===== config.mk =====
export PLATFORM = sky130hd
export DESIGN_NAME = idma_reg_queue_frontend
export DESIGN_NICKNAME = d
export VERILOG_FILES = /design/src/rtl/idma_reg_queue_pkg.sv /design/src/rtl/idma_desc_queue.sv /design/src/rtl/idma_reg_queue_frontend.sv
export SDC_FILE = /design/constraint.sdc
export NUM_CORES = 1
export LEC_CHECK = 0
export CAP_MARGIN = 20
export CORE_ASPECT_RATIO = 0.9
export CORE_MARGIN = 2
export CORE_UTILIZATION = 52
export DETAILED_ROUTE_END_ITERATION = 10
export GPL_TIMING_DRIVEN = 0
export PLACE_DENSITY = 0.76
export SLEW_MARGIN = 40
export SYNTH_ARGS = -nofsm -noshare
export SYNTH_HDL_FRONTEND = slang
export SYNTH_HIERARCHICAL = 1
export SYNTH_SLANG_ARGS = --single-unit

===== constraint.sdc =====
create_clock -name clk_i -period 8.61 [get_ports clk_i]
set_input_delay 2.1525 -clock clk_i [delete_from_list [all_inputs] [get_ports clk_i]]
set_output_delay 2.1525 -clock clk_i [all_outputs]
set_load 0.05 [all_outputs]

===== src/rtl/idma_reg_queue_pkg.sv =====
// idma_reg_queue_pkg: register map, field positions and default burst request type
package idma_reg_queue_pkg;
  localparam logic [2:0] REG_SRC_ADDR = 3'd0;
  localparam logic [2:0] REG_DST_ADDR = 3'd1;
  localparam logic [2:0] REG_NUM_BYTES = 3'd2;
  localparam logic [2:0] REG_CONF = 3'd3;
  localparam logic [2:0] REG_STATUS = 3'd4;
  localparam logic [2:0] REG_NEXT_ID = 3'd5;
  localparam logic [2:0] REG_DONE_ID = 3'd6;
  localparam logic [2:0] REG_IRQ = 3'd7;
  localparam int unsigned CONF_DECOUPLE = 0;
  localparam int unsigned CONF_DEBURST = 1;
  localparam int unsigned CONF_IRQ_EN = 2;
  localparam int unsigned CONF_W = 3;
  localparam int unsigned STATUS_BUSY = 0;
  localparam int unsigned STATUS_FULL = 1;
  localparam int unsigned STATUS_LEVEL = 2;
  localparam int unsigned IRQ_PENDING = 0;
  localparam logic [1:0] BURST_INCR = 2'b01;
  typedef struct packed {
    logic [1:0] burst;
    logic [3:0] cache;
    logic       lock;
    logic [2:0] prot;
    logic [3:0] qos;
    logic [3:0] region;
  } axi_opt_t;
  typedef struct packed {
    logic       decouple_aw;
    logic       decouple_rw;
    logic [2:0] src_max_llen;
    logic [2:0] dst_max_llen;
    logic       src_reduce_len;
    logic       dst_reduce_len;
  } beo_opt_t;
  typedef struct packed {
    logic [2:0] src_protocol;
    logic [2:0] dst_protocol;
    logic [3:0] axi_id;
    axi_opt_t   src;
    axi_opt_t   dst;
    beo_opt_t   beo;
    logic       last;
  } burst_opt_t;
  typedef struct packed {
    logic [63:0] length;
    logic [63:0] src_addr;
    logic [63:0] dst_addr;
    burst_opt_t  opt;
  } idma_burst_req_t;
endpackage


===== src/rtl/idma_desc_queue.sv =====
// idma_desc_queue: synchronous FIFO holding transfer descriptors
module idma_desc_queue #(
  parameter int unsigned DEPTH = 4,
  parameter type dtype = logic
) (
  input  logic                     clk_i,
  input  logic                     rst_i,
  input  logic                     push_i,
  input  dtype                     data_i,
  input  logic                     pop_i,
  output dtype                     data_o,
  output logic                     full_o,
  output logic                     empty_o,
  output logic [$clog2(DEPTH):0]   level_o
);
  localparam int unsigned PW = $clog2(DEPTH);
  localparam int unsigned LW = PW + 1;
  dtype mem [DEPTH];
  logic [PW-1:0] wptr, rptr;
  logic [LW-1:0] level_q;
  logic do_push, do_pop;
  assign do_push = push_i && !full_o;
  assign do_pop = pop_i && !empty_o;
  assign data_o = mem[rptr];
  assign full_o = level_q == LW'(DEPTH);
  assign empty_o = level_q == '0;
  assign level_o = level_q;
  always_ff @(posedge clk_i)
    if (do_push) mem[wptr] <= data_i;
  always_ff @(posedge clk_i) begin
    if (rst_i) begin
      wptr <= '0;
      rptr <= '0;
      level_q <= '0;
    end else begin
      if (do_push) wptr <= wptr + 1'b1;
      if (do_pop) rptr <= rptr + 1'b1;
      level_q <= level_q + LW'(do_push) - LW'(do_pop);
    end
  end
endmodule


===== src/rtl/idma_reg_queue_frontend.sv =====
// idma_reg_queue_frontend: register frontend queueing iDMA transfers with in-flight limit and completion IRQ
module idma_reg_queue_frontend
  import idma_reg_queue_pkg::*;
#(
  parameter int unsigned RegWidth = 64,
  parameter int unsigned AddrWidth = 64,
  parameter int unsigned QueueDepth = 4,
  parameter int unsigned MaxOutstanding = 8,
  parameter type burst_req_t = idma_burst_req_t
) (
  input  logic                clk_i,
  input  logic                rst_i,
  input  logic                reg_valid_i,
  input  logic                reg_write_i,
  input  logic [2:0]          reg_addr_i,
  input  logic [RegWidth-1:0] reg_wdata_i,
  output logic                reg_rvalid_o,
  output logic [RegWidth-1:0] reg_rdata_o,
  output burst_req_t          burst_req_o,
  output logic                valid_o,
  input  logic                ready_i,
  input  logic                backend_idle_i,
  input  logic                trans_complete_i,
  output logic                irq_o
);
  localparam int unsigned LW = $clog2(QueueDepth) + 1;
  localparam int unsigned OW = $clog2(MaxOutstanding + 1);
  localparam logic [OW-1:0] MAX_OUT = OW'(MaxOutstanding);
  typedef struct packed {
    logic [1:0]           conf;
    logic [AddrWidth-1:0] num_bytes;
    logic [AddrWidth-1:0] dst_addr;
    logic [AddrWidth-1:0] src_addr;
  } desc_t;
  logic [AddrWidth-1:0] src_q, dst_q, num_q;
  logic [CONF_W-1:0] conf_q;
  logic [RegWidth-1:0] next_id, done_id, rdata_d, rdata_q;
  logic [OW-1:0] out_q;
  logic irq_q, rvalid_q, rd, wr, enq, hs, busy, full, empty;
  logic [LW-1:0] level;
  desc_t snap, head;
  // 0 is reserved as the "rejected" answer, so IDs skip it on wrap
  function automatic logic [RegWidth-1:0] inc_id(input logic [RegWidth-1:0] v);
    return &v ? RegWidth'(1) : v + RegWidth'(1);
  endfunction
  assign rd = reg_valid_i && !reg_write_i;
  assign wr = reg_valid_i && reg_write_i;
  assign enq = rd && reg_addr_i == REG_NEXT_ID && num_q != '0 && !full;
  assign valid_o = !empty && out_q < MAX_OUT;
  assign hs = valid_o && ready_i;
  assign busy = !empty || out_q != '0 || !backend_idle_i;
  assign irq_o = irq_q;
  assign reg_rvalid_o = rvalid_q;
  assign reg_rdata_o = rdata_q;
  assign snap = '{conf: conf_q[1:0], num_bytes: num_q, dst_addr: dst_q, src_addr: src_q};
  idma_desc_queue #(.DEPTH(QueueDepth), .dtype(desc_t)) i_queue (
    .clk_i  (clk_i),
    .rst_i  (rst_i),
    .push_i (enq),
    .data_i (snap),
    .pop_i  (hs),
    .data_o (head),
    .full_o (full),
    .empty_o(empty),
    .level_o(level)
  );
  always_comb begin
    rdata_d = '0;
    case (reg_addr_i)
      REG_SRC_ADDR:  rdata_d = RegWidth'(src_q);
      REG_DST_ADDR:  rdata_d = RegWidth'(dst_q);
      REG_NUM_BYTES: rdata_d = RegWidth'(num_q);
      REG_CONF:      rdata_d = RegWidth'(conf_q);
      REG_STATUS: begin
        rdata_d[STATUS_BUSY] = busy;
        rdata_d[STATUS_FULL] = full;
        rdata_d[STATUS_LEVEL +: LW] = level;
      end
      REG_NEXT_ID:   rdata_d = enq ? next_id : '0;
      REG_DONE_ID:   rdata_d = done_id;
      default:       rdata_d[IRQ_PENDING] = irq_q;
    endcase
  end
  always_comb begin
    burst_req_o = '0;
    if (!empty) begin
      burst_req_o.length = head.num_bytes;
      burst_req_o.src_addr = head.src_addr;
      burst_req_o.dst_addr = head.dst_addr;
      burst_req_o.opt.src.burst = BURST_INCR;
      burst_req_o.opt.dst.burst = BURST_INCR;
      burst_req_o.opt.beo.decouple_rw = head.conf[CONF_DECOUPLE];
      burst_req_o.opt.beo.src_reduce_len = head.conf[CONF_DEBURST];
      burst_req_o.opt.beo.dst_reduce_len = head.conf[CONF_DEBURST];
    end
  end
  always_ff @(posedge clk_i) begin
    if (rst_i) begin
      src_q <= '0;
      dst_q <= '0;
      num_q <= '0;
      conf_q <= '0;
      next_id <= RegWidth'(1);
      done_id <= '0;
      out_q <= '0;
      irq_q <= 1'b0;
      rvalid_q <= 1'b0;
      rdata_q <= '0;
    end else begin
      rvalid_q <= reg_valid_i;
      rdata_q <= rd ? rdata_d : '0;
      if (wr && reg_addr_i == REG_SRC_ADDR) src_q <= reg_wdata_i[AddrWidth-1:0];
      if (wr && reg_addr_i == REG_DST_ADDR) dst_q <= reg_wdata_i[AddrWidth-1:0];
      if (wr && reg_addr_i == REG_NUM_BYTES) num_q <= reg_wdata_i[AddrWidth-1:0];
      if (wr && reg_addr_i == REG_CONF) conf_q <= reg_wdata_i[CONF_W-1:0];
      if (enq) next_id <= inc_id(next_id);
      if (trans_complete_i) done_id <= inc_id(done_id);
      if (hs && !trans_complete_i) out_q <= out_q + 1'b1;
      else if (!hs && trans_complete_i && out_q != '0) out_q <= out_q - 1'b1;
      if (trans_complete_i && conf_q[CONF_IRQ_EN]) irq_q <= 1'b1;
      else if (wr && reg_addr_i == REG_IRQ && reg_wdata_i[IRQ_PENDING]) irq_q <= 1'b0;
    end
  end
endmodule


==> results.md <==
| Result | Reported | Unit |
|:---|:---|:---|
| Die Y | 288.9 | um |
| Most frequent cells after synthesis | 776 x edfxtp_1, 500 x nand2_1, 402 x dfxtp_1 | - |
| Clock tree root buffer cell | clkbuf_16 | - |
| Worst hold path type | flip-flop to flip-flop | - |
| Global-route wire length before repair | 194.4 | mm |
| Proportion of netlist area held by the largest area contributor | 49.71 | % |
| Initial core utilization | 52.44 | % |
| Die area | 92580 | um^2 |
| Most used flip-flop cell after synthesis | edfxtp_1 | - |
| Required time of the critical path | 6.46 | ns |
| Unrepaired setup endpoints after global routing | false | - |
| Final routed wirelength across all metal layers | 133.3 | mm |
| Number of cells on the worst reg-to-reg path | 17 | - |
| Worst slew pin tran | 0.8444 | ns |
| Final cycle utilization of the critical path | 71.96 | % |
| Net count, final | 4025 | - |
| Global route overflow | 0 | - |
| Non-Filler Instances | 5204 | - |
| RR Endpoint | i_queue/level_o[2] | - |
| Yosys warning total | 6 | - |
| Final-report setup violation count | 0 | - |
| Worst setup path class | flip-flop to output pin | - |
| Setup clock skew after layout | 0.03309 | ns |
| Total buffers and inverters traversed by the critical path | 4 | - |
| Slew Viols, Final | 0 | - |
| TritonRoute pass-1 iters | 6 | - |
| Wire per inst | 25.62 | um |
| Element type at the critical path start | flip-flop | - |
| # IOs | 390 | - |
| Synthesized instance count | 3412 | - |
| Post-Synthesis Cell Area | 46880 | um^2 |
| Area of placed instances | 52520 | um^2 |
| Layout-stage area growth over the synthesis result | 19.91 | % |
| IR drop worst, VDD | 0.1411 | mV |
| Slack of the critical path | 2.414 | ns |
| Estimated wirelength of the detail-placed design | 92.69 | mm |
| Sum Neg Setup Slack | 0 | ns |
| CTS tree | yes | - |
| Number of rows in the core area | 104 | - |
| Crit-path slowest cell | clkdlybuf4s50_1 | - |
| Antenna violations before repair | 9 | - |
| Fraction of layout cells with a size suffix above 1 | 13.81 | % |
| Standby leakage power | 16.98 | nW |
| Insertion delay to the later sink of the worst-skew pair | 0.69 | ns |
| Critical-path maximum fanout | 10 | - |
| Critical R2R Launch | num_q[46] | - |
| Largest net degree at the start of global routing | 37 | - |
| Run status | complete, no violations | - |
| DRC | 0 | - |
| IO Port Bufs | 333 | - |
| Synth top area cells | edfxtp_1 50%, dfxtp_1 17%, mux4_2 9.3% | - |
| Crit path depth | 6 | - |
| Post-layout power | 11.54 | mW |
| Part of the Yosys area used for sequential elements | 66.87 | % |
| Combined global-route utilization of all metal layers | 28.42 | % |
| Post-CTS Repair Setup Buffers | 0 | - |
| Footprint of the multi-input gates | 14310 | um^2 |
| Routed vias/inst | 6.006 | - |
| Flip-flop and latch count after synthesis | 1178 | - |
| Place WS | 1.891 | ns |
| Post-synth cell types | 64 | - |
| Gates resized, CTS repair | 0 | - |
| Post-synth ARST share | 0 | % |
| Setup slack on the worst flop-to-flop path | 3.76 | ns |
| # placed instances | 4993 | - |
| Number of violations of the max-capacitance limit | 0 | - |
| Crit path to | burst_req_o[171] | - |
| First DRT Iteration DRCs | 3784 | - |
| Endpoint arrival time on the critical path | 4.04 | ns |
| Most repeated cell in the gate-level netlist after synthesis | edfxtp_1 | - |
| Crit-path leading delay family | buffers and inverters | - |
| Power per cell area | 205.4 | nW/um^2 |
| Max Fclk | 161.4 | MHz |
| Buffers from clock root to sink, at most | 3 | - |
| CTS H-tree depth | 3 | - |
| Slew headroom | 43.27 | % |
| Mean Syn Cell Area | 13.74 | um^2 |
| Routed Antenna Nets | 0 | - |
| Vias after detailed routing | 31260 | - |
| Sequential standard cell area | 31350 | um^2 |
| Number of sinks on the clock net | 1178 | - |
| Worst setup path start | i_queue/level_o[1] | - |
| Post-route standard cell area excluding fillers | 56210 | um^2 |
| Post-layout min period | 6.196 | ns |
| Number of hold buffers added after cts | 0 | - |
| Number of enable-type register cells in the synthesized netlist | 776 | - |
| Final weighted congestion in routability-driven placement | 0.9345 | - |
| Final hold violation count | 0 | - |
| Clk slew on worst S/H paths | 0.07 | ns |
| Die Width | 320.5 | um |
| Area leader, netlist | edfxtp_1 | - |
| Worst-path cell chain | nor3_1 -> clkbuf_2 -> clkbuf_4 -> clkbuf_1 -> nor2b_1 -> clkdlybuf4s50_1 | - |
| Worst Setup End Kind | output pin | - |
| CP max stage delay | 0.76 | ns |
| Vias in the first global route | 30110 | - |
| Number of buffers created by CTS | 110 | - |
| Filler instances | 6397 | - |
| Core area | 89400 | um^2 |
per-layer routing:
layer | vias up | share of wire, % | wire, um | global-route usage [%]
met2 | 1655 | 48 | 63620 | 45.60
li1 | 13630 | - | - | -
met1 | 15660 | 39 | 51560 | 38.82
met5 | - | 0.028 | 37 | 0
met4 | 6 | 4.7 | 6277 | 12.77
met3 | 309 | 8.9 | 11810 | 4.397
placed cells by master, fill, tap and decap left out, types with 11 or more instances in the layout:
| cell | count |
|---|---|
| edfxtp_1 | 776 |
| nand2_1 | 500 |
| dfxtp_1 | 402 |
| clkdlybuf4s50_1 | 333 |
| a21oi_1 | 213 |
| nor2b_1 | 206 |
| mux4_2 | 194 |
| nor2_1 | 175 |
| clkbuf_1 | 160 |
| a22oi_1 | 124 |
| clkbuf_16 | 115 |
| xnor2_1 | 90 |
| a31oi_1 | 61 |
| nor4_1 | 60 |
| buf_4 | 59 |
| nand3_1 | 57 |
| nand4_1 | 55 |
| conb_1 | 52 |
| buf_2 | 44 |
| xor2_1 | 28 |
| nor3_1 | 27 |
| inv_1 | 25 |
| buf_12 | 22 |
| clkinv_2 | 20 |
| buf_6 | 19 |
| clkbuf_2 | 13 |
| and3_1 | 13 |
| and4_1 | 12 |
| clkinv_1 | 12 |
| bufinv_16 | 11 |
registers in the layout, summed over array words and instances (netlist names), named ones only:
name,cells
reg_rdata_o,64
src_q,64
irq_o,1
reg_rvalid_o,1
i_queue/mem,776
next_id,64
conf_q,3
i_queue/wptr,2
out_q,4
dst_q,64
done_id,64
i_queue/rptr,2
i_queue/level_o,3
num_q,64
metrics by stage:
| stage | hold slack (ns) | util (%) |
|---|---|---|
| floorplan | 0.4536 | - |
| global placement | 0.4899 | 58.02 |
| detailed placement | 0.4876 | 58.74 |
| CTS | 0.5053 | 62.85 |
| global route | 0.5364 | 62.87 |
| finish | 0.5134 | 62.88 |
worst min-delay path by stage:
stage / from / to / cells past startpoint
2_1_floorplan: conf_q[2] / irq_o / 2
3_3_place_gp: irq_o / irq_o / 2
3_5_place_dp: irq_o / irq_o / 2
4_1_cts: next_id[63] / next_id[63] / 2
5_1_grt: i_queue/wptr[1] / i_queue/wptr[1] / 2
6_report: irq_o / irq_o / 2
worst reg2reg max path, cell delays in order (launching register included):
cell and delay [ns]:
dfxtp_1 0.41, nor4_1 0.73, nand4_1 0.46, nor4_4 0.64
or2_1 0.19, buf_2 0.21, inv_2 0.13, clkbuf_1 0.33
inv_1 0.19, nor2_1 0.14, inv_1 0.14, ha_1 0.16
inv_1 0.05, ha_1 0.18, fa_1 0.39, xnor2_1 0.18
xnor2_1 0.14, nor2_1 0.06
logic make-up after synthesis:
family | synth area share, %
multiplexers | 9.611
buffers and inverters | 3.184
other | 0.007999
adder cells (fa/ha/maj) | 0.3523
AND/OR/NAND/NOR | 12.18
AO/OA/AOI/OAI | 5.594
XOR/XNOR | 2.205
flip-flops | 66.87
final cells by class:
class / instances / share of cell area [%]
Clock buffer: 158 / 5.567
Tap cell: 1166 / 2.595
Timing Repair Buffer: 364 / 6.949
Buffer: 264 / 2.515
Multi-Input combinational cell: 1995 / 25.45
Antenna cell: 4 / 0.01781
Clock inverter: 49 / 0.9615
Sequential cell: 1178 / 55.77
Inverter: 26 / 0.1736
power by group:
group | internal [mW] | leakage [nW] | switching, mW
logic | 0.178 | 5.22 | 0.378
clock network | 2.85 | 1.80 | 2.08
registers | 6.01 | 9.97 | 0.0424
total | 9.04 | 17.0 | 2.50
No activity file was read; power rests on OpenSTA's default activity.
